--- config.mk ---
export PLATFORM = sky130hd
export DESIGN_NAME = pipe_hazard_ctrl
export DESIGN_NICKNAME = d
export VERILOG_FILES = /design/src/rtl/cpu_defs_pkg.sv /design/src/rtl/hz_dep_match.sv /design/src/rtl/pipe_hazard_ctrl.sv
export SDC_FILE = /design/constraint.sdc
export NUM_CORES = 1
export LEC_CHECK = 0
export ABC_AREA = 1
export BUFFER_PORTS_ARGS = -buffer_cell sky130_fd_sc_hd__buf_4
export CAP_MARGIN = 20
export CORE_ASPECT_RATIO = 0.9
export CORE_MARGIN = 5
export CORE_UTILIZATION = 47
export CTS_BUF_LIST = sky130_fd_sc_hd__clkbuf_8 sky130_fd_sc_hd__clkbuf_16
export CTS_CLUSTER_DIAMETER = 60
export DETAILED_ROUTE_END_ITERATION = 10
export PLACE_DENSITY = 0.84
export SLEW_MARGIN = 40
export SYNTH_ARGS = -nofsm -noshare
export SYNTH_HDL_FRONTEND = slang
export SYNTH_SLANG_ARGS = --single-unit
--- constraint.sdc ---
create_clock -name clk -period 1.3 [get_ports clk]
set_input_delay 0 -clock clk [delete_from_list [all_inputs] [get_ports clk]]
set_output_delay 0 -clock clk [all_outputs]
set_load 0.05 [all_outputs]
--- src/rtl/cpu_defs_pkg.sv ---
// Shared definitions for the hazard/flush controller: default widths and
// the exception-redirect FSM state type.
package cpu_defs_pkg;

  localparam int unsigned HZ_REG_AW  = 5;
  localparam int unsigned HZ_ISSUE_W = 2;

  typedef enum logic [0:0] {
    HZ_NORMAL   = 1'b0,
    HZ_EXC_WAIT = 1'b1
  } hz_state_e;

endpackage

--- src/rtl/hz_dep_match.sv ---
// One decode slot's load-use check: does rs or rt (excluding $0) match the
// destination of any load currently in E or M?
module hz_dep_match
  import cpu_defs_pkg::*;
#(
  parameter int unsigned ISSUE_W = HZ_ISSUE_W,
  parameter int unsigned REG_AW  = HZ_REG_AW
) (
  input  logic                      valid_i,
  input  logic [REG_AW-1:0]         rs_i,
  input  logic [REG_AW-1:0]         rt_i,
  input  logic [ISSUE_W-1:0]        e_load_i,
  input  logic [ISSUE_W*REG_AW-1:0] e_waddr_i,
  input  logic [ISSUE_W-1:0]        m_load_i,
  input  logic [ISSUE_W*REG_AW-1:0] m_waddr_i,
  output logic                      hit_o
);

  logic rs_hit;
  logic rt_hit;

  // Compare both sources against every E/M load destination; mask $0.
  always_comb begin
    rs_hit = 1'b0;
    rt_hit = 1'b0;
    for (int unsigned k = 0; k < ISSUE_W; k++) begin
      if (e_load_i[k] && (e_waddr_i[k*REG_AW +: REG_AW] == rs_i)) rs_hit = 1'b1;
      if (m_load_i[k] && (m_waddr_i[k*REG_AW +: REG_AW] == rs_i)) rs_hit = 1'b1;
      if (e_load_i[k] && (e_waddr_i[k*REG_AW +: REG_AW] == rt_i)) rt_hit = 1'b1;
      if (m_load_i[k] && (m_waddr_i[k*REG_AW +: REG_AW] == rt_i)) rt_hit = 1'b1;
    end
    hit_o = valid_i & ((rs_hit & (|rs_i)) | (rt_hit & (|rt_i)));
  end

endmodule

--- src/rtl/pipe_hazard_ctrl.sv ---
// Multi-issue pipeline hazard/flush controller: load-use and global stalls,
// pending-branch flush held across stalls, exception redirect FSM that waits
// out an I-cache miss, and a sticky fetch-stall watchdog.
module pipe_hazard_ctrl
  import cpu_defs_pkg::*;
#(
  parameter int unsigned ISSUE_W = HZ_ISSUE_W,
  parameter int unsigned REG_AW  = HZ_REG_AW,
  parameter int unsigned TIMEOUT = 1024
) (
  input  logic                      clk,
  input  logic                      resetn,
  input  logic [ISSUE_W-1:0]        D_valid,
  input  logic [ISSUE_W*REG_AW-1:0] D_rs,
  input  logic [ISSUE_W*REG_AW-1:0] D_rt,
  input  logic [ISSUE_W-1:0]        E_memtoReg,
  input  logic [ISSUE_W*REG_AW-1:0] E_waddr,
  input  logic [ISSUE_W-1:0]        M_memtoReg,
  input  logic [ISSUE_W*REG_AW-1:0] M_waddr,
  input  logic                      E_branch_taken,
  input  logic                      E_div_stall,
  input  logic                      i_stall,
  input  logic                      d_stall,
  input  logic                      M_except,
  output logic                      F_ena,
  output logic                      D_ena,
  output logic                      E_ena,
  output logic                      M_ena,
  output logic                      W_ena,
  output logic                      F_flush,
  output logic                      D_flush,
  output logic                      E_flush,
  output logic                      M_flush,
  output logic                      W_flush,
  output logic                      stall_timeout
);

  localparam int unsigned CW = $clog2(TIMEOUT + 1);
  localparam logic [CW-1:0] CNT_MAX = CW'(TIMEOUT);
  localparam logic [CW-1:0] CNT_SET = CW'(TIMEOUT - 1);

  hz_state_e     state_q, state_d;
  logic          br_pend_q, br_pend_d;
  logic [CW-1:0] stall_cnt_q, stall_cnt_d;
  logic          timeout_q, timeout_d;

  logic [ISSUE_W-1:0] slot_hit;
  logic lwstall, gstall, brq, exc_wait, f_run;

  for (genvar s = 0; s < ISSUE_W; s++) begin : g_slot
    hz_dep_match #(
      .ISSUE_W (ISSUE_W),
      .REG_AW  (REG_AW)
    ) u_match (
      .valid_i   (D_valid[s]),
      .rs_i      (D_rs[s*REG_AW +: REG_AW]),
      .rt_i      (D_rt[s*REG_AW +: REG_AW]),
      .e_load_i  (E_memtoReg),
      .e_waddr_i (E_waddr),
      .m_load_i  (M_memtoReg),
      .m_waddr_i (M_waddr),
      .hit_o     (slot_hit[s])
    );
  end

  // Hazard terms shared by enables, flushes and next-state logic.
  always_comb begin
    lwstall  = |slot_hit;
    gstall   = E_div_stall | d_stall;
    brq      = (E_branch_taken | br_pend_q) & ~gstall;
    exc_wait = (state_q == HZ_EXC_WAIT);
    f_run    = ~(lwstall | gstall | i_stall);
  end

  // Stage enables and flushes; reset forces everything frozen and flushed.
  always_comb begin
    F_ena   = f_run;
    D_ena   = ~(lwstall | gstall);
    E_ena   = ~gstall;
    M_ena   = ~gstall;
    W_ena   = ~gstall;
    F_flush = exc_wait;
    D_flush = M_except | brq | exc_wait;
    E_flush = M_except | brq;
    M_flush = M_except;
    W_flush = M_except;
    if (!resetn) begin
      F_ena   = 1'b0;
      D_ena   = 1'b0;
      E_ena   = 1'b0;
      M_ena   = 1'b0;
      W_ena   = 1'b0;
      F_flush = 1'b1;
      D_flush = 1'b1;
      E_flush = 1'b1;
      M_flush = 1'b1;
      W_flush = 1'b1;
    end
    stall_timeout = timeout_q;
  end

  // Next state: exception redirect FSM, pending branch, watchdog.
  always_comb begin
    state_d = state_q;
    case (state_q)
      HZ_NORMAL:   if (M_except && i_stall) state_d = HZ_EXC_WAIT;
      HZ_EXC_WAIT: if (!M_except && !i_stall) state_d = HZ_NORMAL;
      default:     state_d = HZ_NORMAL;
    endcase

    // An exception wins over both consuming and arming a branch flush.
    br_pend_d = br_pend_q;
    if (M_except)                        br_pend_d = 1'b0;
    else if (brq)                        br_pend_d = 1'b0;
    else if (E_branch_taken && gstall)   br_pend_d = 1'b1;

    if (f_run)                           stall_cnt_d = '0;
    else if (stall_cnt_q == CNT_MAX)     stall_cnt_d = stall_cnt_q;
    else                                 stall_cnt_d = stall_cnt_q + 1'b1;

    timeout_d = timeout_q | (~f_run & (stall_cnt_q == CNT_SET));
  end

  // State registers with synchronous active-low reset.
  always_ff @(posedge clk) begin
    if (!resetn) begin
      state_q     <= HZ_NORMAL;
      br_pend_q   <= 1'b0;
      stall_cnt_q <= '0;
      timeout_q   <= 1'b0;
    end else begin
      state_q     <= state_d;
      br_pend_q   <= br_pend_d;
      stall_cnt_q <= stall_cnt_d;
      timeout_q   <= timeout_d;
    end
  end

endmodule

==> results of run 1 <==
-- how the worst min path moves through the flow --
stage / cells after the start / start / slack (ns) / endpoint
after floorplan: 1 / E_div_stall / 0.11 / E_ena
after global placement: 3 / i_stall / 0.24 / exc_wait
after detailed placement: 3 / i_stall / 0.24 / exc_wait
after CTS: 3 / resetn / 0.007 / stall_timeout
after global routing: 3 / M_except / 0.02 / exc_wait
final: 3 / M_except / 0.01 / exc_wait
-- cell families after synthesis --
group                    share of synthesized area (%)
AND/OR/NAND/NOR                                   54.1
buffers and inverters                             13.2
AO/OA/AOI/OAI                                     10.0
XOR/XNOR                                          7.72
flip-flops                                        13.7
adder cells (fa/ha/maj)                           1.22
-- tightest hold or removal path: cells and delay by family --
kind	cells	cell delay [ns]
AND/OR/NAND/NOR	1	0.08
AO/OA/AOI/OAI	1	0.05
buffers and inverters	1	0.09
-- stage by stage --
stage               setup slack, ns  area, µm²  util [%]  std cells  total power [mW]
detailed placement           -0.216       2830      68.5        556              1.25
floorplan                   -0.0441       2060         -        415             0.871
finish                       -0.179       3280      79.3        568              1.79
global placement             -0.166       2830      68.5        556              1.24
CTS                          -0.127       3030      73.4        564              1.65
global route                 -0.260       3280      79.3        568              1.89
-- cells in the final DEF, fill, tap and decap left out, drive strengths merged --
master,Yosys,routed
xor2,17,17
nand4,2,2
buf,6,110
nor3,13,13
inv,56,56
dfxtp,14,14
nand2,147,147
o21ai,35,35
ha,2,2
nor4,1,1
xnor2,1,1
dlygate4sd3,0,1
nand3,26,26
a22oi,2,2
clkbuf,3,3
nor2,87,87
a21oi,3,3
-- registers in the layout, summed over array words and instances (netlist names) --
register       count
exc_wait           1
br_pend_q          1
stall_cnt_q       11
stall_timeout      1
-- area by class of cell --
type | count | area [µm²] | area share (%)
sequential | 14 | 283 | 8.63
multi-input combinational | 336 | 1720 | 52.4
tap | 48 | 60.1 | 1.83
clock buffer | 3 | 41.3 | 1.26
inverter | 56 | 248 | 7.56
timing repair buffer | 111 | 926 | 28.3
-- per-layer routing --
metal	part of all wire (%)	up-vias	global-route usage (%)	wire length, µm
met5	0	-	0	0
met4	4.5	0	9.54	391
met3	13	59	6.70	1130
met2	44	237	44.8	3870
met1	38	1375	36.6	3330
li1	-	1491	-	-
-- power by group --
part           total (mW)  internal [mW]  switching [mW]
clock network       0.354          0.205           0.149
logic               0.983          0.416           0.567
registers           0.453          0.443          0.0101
-- repair_timing --
action                                 CTS  global route
gates resized for setup                 54            77
endpoints found under the hold margin    1             0
pin swaps                               29            48
hold buffers                             1             0
setup endpoints to repair               12            14
setup buffers                            4             4
==> flow_summary.ini, run 1 <==
[status]
status = finished, violations left
violations = negative setup slack

[floorplan]
rows = 22
die_width_um = 79.5
die-area_um2 = 5770
fp.dieH_um = 72.6
pin_count = 64
coreArea_um2 = 4130
initial_core_util_pct = 49.5

[worst_setup_path]
endpoint = D_ena
cp_num_buf_inv = 3
path_class = in -> out
worstPathCellList = buf_4 > o21ai_0 > nor2_1 > nand3_1 > nand2_1 > o21ai_2 > nand2_1 > nand2_2 > buf_6 > nand3_2 > nor2_2 > buf_6
worst_setup_path_start_kind = input port
cp_max_fo = 7
cp_top_family = simple AND/OR/NAND/NOR gates
rr_startpoint = stall_cnt_q[0]
r2r.worst_path.cells = 9
r2r-end = stall_cnt_q[8]
cp.depth = 12
cp_slowest_cell = o21ai_0
startpoint = D_rs[7]
r2r_setup_slack_ns = -0.14
slowest_delay_ns = 0.28
worstPathRequired_ns = 1.30
end_kind = output port
cp_data_arrival_time_ns = 1.48

[sta]
fin_ws_ns = -0.179
rsz0062_at_grt = true
fin_crit_ns = 1.48
tns_ns = -1.30
relSlewSlack_pct = 72.4
fmax_mhz = 676
setup_viol = 14
slew_viol_final = 0
worst_slew_pin_slew_ns = 0.413
finalClockSkew_ns = 0.00247
finalCritPeriodShare_pct = 114
whs_ns = 0.0141
hold_viol = 0

[grt]
grt_pass1_vias = 2793
track_usage_pct = 27.9
antenna_found_initial = 0
grt_start_max_net_pins = 12
grt_first_pass_wirelength_mm = 12.8
gr-total-overflow = 0

[logic_synthesis]
synth_seq_cells = 14
synth_edf_count = 0
ys_seq_area_share_pct = 13.7
async_flop_share_pct = 0
ys_warn_count = 0
ys_types = 23
synth_top_area_share_pct = 26.8
yosysMostFrequentCell = nand2_1
postSynthAreaPerCell_um2 = 4.92
ys_top_cells_by_area = nand2_1 (27%), nor2_1 (16%), dfxtp_1 (14%)
syn_nets = 470
yosys.area.top_type = nand2_1
netlist_area_um2 = 2040
synth_ff_type = dfxtp_1
synthCells = 415
ys_top_cells_by_count = nand2_1 (146), nor2_1 (85), inv_1 (49)

[min_path]
hp-class = in -> reg

[drt]
wirelength_mm = 8.72
vias = 3162
dr.pass1.iters = 5
drt_iter0_drc = 290
drc = 0
drt-wirelength-per-cell_um = 15.4
via_per_inst = 5.57
ant_nets = 0

[placement]
dp_hpwl_mm = 6.23
port_buffers = 63
place_congestion = 0.981

[clocking]
cts_buffer_depth = 2
clock_latency_ns = 0.25
cts_tree = built
clk_pin_slew_ns = 0.05
cts-htree-levels = 1
cts_made_buffers = 3
cts-root-buf = clkbuf_8
clock-sinks = 14

[pwr]
power.density_nw_per_um2 = 546
irDropWorstVdd_mv = 0.783
p_leak_nw = 1.72

[finish]
fill_cells = 311
num_antenna_cells = 0
fin_nets = 577
area_growth_syn_to_layout_pct = 60.3
drive_above_1_share_pct = 37.5

[flow_run]
max_cap_violations = 0
No activity file was read; power rests on OpenSTA's default activity.
==> run 2, diff against run 1 <==
- CELL_PAD_IN_SITES_DETAIL_PLACEMENT: default -> 1
- CELL_PAD_IN_SITES_GLOBAL_PLACEMENT: default -> 2
- CORE_UTILIZATION: 47 -> 21
- PLACE_DENSITY: 0.84 -> 0.82
==> run 2 against run 1 <==
The run still ends with negative setup slack left. Utilization decreased by 43 points. Clock power increased by 24%. Via count decreased by 4.3%. Worst hold slack got worse by 0.0014 ns. Maximum frequency increased by 4.4%. Die area increased by 100%. Cell count increased by 17%. Total power increased by 4.6%. Sequential cell count unchanged. Sequential share of layout area decreased by 0.34 points. Largest power group unchanged.
==> flow_summary.ini, run 2 (same netlist as run 1, synthesis figures left out) <==
[drt]
wirelength_mm = 10.2
via_per_inst = 4.57
drc = 0
vias = 3026
dr.pass1.iters = 4
drt_iter0_drc = 113
drt-wirelength-per-cell_um = 15.4
ant_nets = 0

[worst_setup_path]
worstPathRequired_ns = 1.44
cp_max_fo = 3
end_kind = flip-flop
endpoint = stall_cnt_q[9]
r2r.worst_path.cells = 9
path_class = reg -> reg
r2r-end = stall_cnt_q[9]
cp_data_arrival_time_ns = 1.56
r2r_setup_slack_ns = -0.12
rr_startpoint = stall_cnt_q[0]
startpoint = stall_cnt_q[0]
worst_setup_path_start_kind = flip-flop

[floorplan]
initial_core_util_pct = 21.3
coreArea_um2 = 9570
pin_count = 64
die-area_um2 = 11800
die_width_um = 114
rows = 34
fp.dieH_um = 104

[sta]
setup_viol = 14
finalCritPeriodShare_pct = 109
tns_ns = -0.843
fin_ws_ns = -0.117
slew_viol_final = 0
relSlewSlack_pct = 71.8
finalClockSkew_ns = 0.000588
hold_viol = 0
rsz0062_at_grt = true
fmax_mhz = 706
fin_crit_ns = 1.42
worst_slew_pin_slew_ns = 0.421

[status]
status = finished, violations left
violations = negative setup slack

[finish]
largest_reg_flops = 11
fin_nets = 592
multi_input_area_um2 = 1700
num_antenna_cells = 0
largest_register = stall_cnt_q
design_area_um2 = 3440
final_common_cell = nand2_1
ff_latch_area_um2 = 285
most-common-layout-cells = nand2_1 (141), buf_4 (115), nor2_1 (74)
drive_above_1_share_pct = 37.9
area_growth_syn_to_layout_pct = 68.3
fill_cells = 1292
final_core_util_pct = 35.9

[pwr]
p_leak_nw = 1.78
power.density_nw_per_um2 = 545
power_mw = 1.87
irDropWorstVdd_mv = 0.575

[clocking]
cts_tree = built
clk_pin_slew_ns = 0.06
clock_latency_ns = 0.25
cts-root-buf = clkbuf_8
cts_made_buffers = 3
clock-sinks = 14
cts_buffer_depth = 2
cts-htree-levels = 1

[grt]
gr-total-overflow = 0
grt_start_max_net_pins = 12
antenna_found_initial = 0
grt_pass1_vias = 3110
track_usage_pct = 15.9
grt_first_pass_wirelength_mm = 15.3

[min_path]
hp-class = in -> reg
min_path_cells = 3
min_from = i_stall

[placement]
place_congestion = 0.892
port_buffers = 63
dp_hpwl_mm = 8.18
post-place-ws_ns = -0.321
place_area_um2 = 3060

[flow_run]
max_cap_violations = 0
run 2: cell count changes in the layout (fill, tap and decap cells not counted), sizes merged:
cell	change
buf	+15
clkbuf	+1
inv	-2
clkinvlp	+2
dlygate4sd3	-1
nand2	+1
run 2: through the flow:
step | cells | hold slack (ns)
after floorplan | 415 | 0.109
after global placement | 646 | 0.239
after detailed placement | 646 | 0.260
after CTS | 657 | 0.0230
after global routing | 662 | 0.0440
final | 662 | 0.0127
run 2: where the power goes:
| part | internal, mW | switching (mW) | leakage, nW |
|---|---|---|---|
| Sequential | 0.442 | 0.0133 | 0.114 |
| Clock | 0.269 | 0.171 | 0.0288 |
| Combinational | 0.419 | 0.559 | 1.64 |
run 2: worst min path at each step:
stage                         end
global route             exc_wait
global placement         exc_wait
CTS                 stall_timeout
floorplan                   E_ena
finish                   exc_wait
detailed placement  stall_timeout
run 2: metal layers:
metal	wire, µm	track usage, %	vias to the layer above
met4	188	3.14	0
li1	-	-	1517
met3	511	2.39	15
met1	4680	21.2	1424
met2	4790	26.9	70
met5	0	0	-
run 2: what timing repair did:
action	CTS	global route
endpoints found under the hold margin	0	0
pin swaps	24	38
gates resized for setup	51	39
gates cloned	0	1
hold buffers	0	0
setup buffers	7	4
setup endpoints to repair	14	14
run 2: final cells by class:
class / instances / share of cell area (%)
clock buffers: 4 / 1.60
repair buffers: 125 / 29.4
flip-flops and latches: 14 / 8.30
well taps: 126 / 4.59
multi-input cells: 337 / 49.5
inverters: 56 / 6.62
run 2: worst max-delay path, cell delays in order (launching register included):
cell	delay, ns
dfxtp_4	0.37
inv_2	0.05
nor3_2	0.16
inv_1	0.09
nor2_2	0.12
inv_2	0.07
nor2_4	0.11
nand3_2	0.08
xor2_1	0.19
nor2_1	0.07
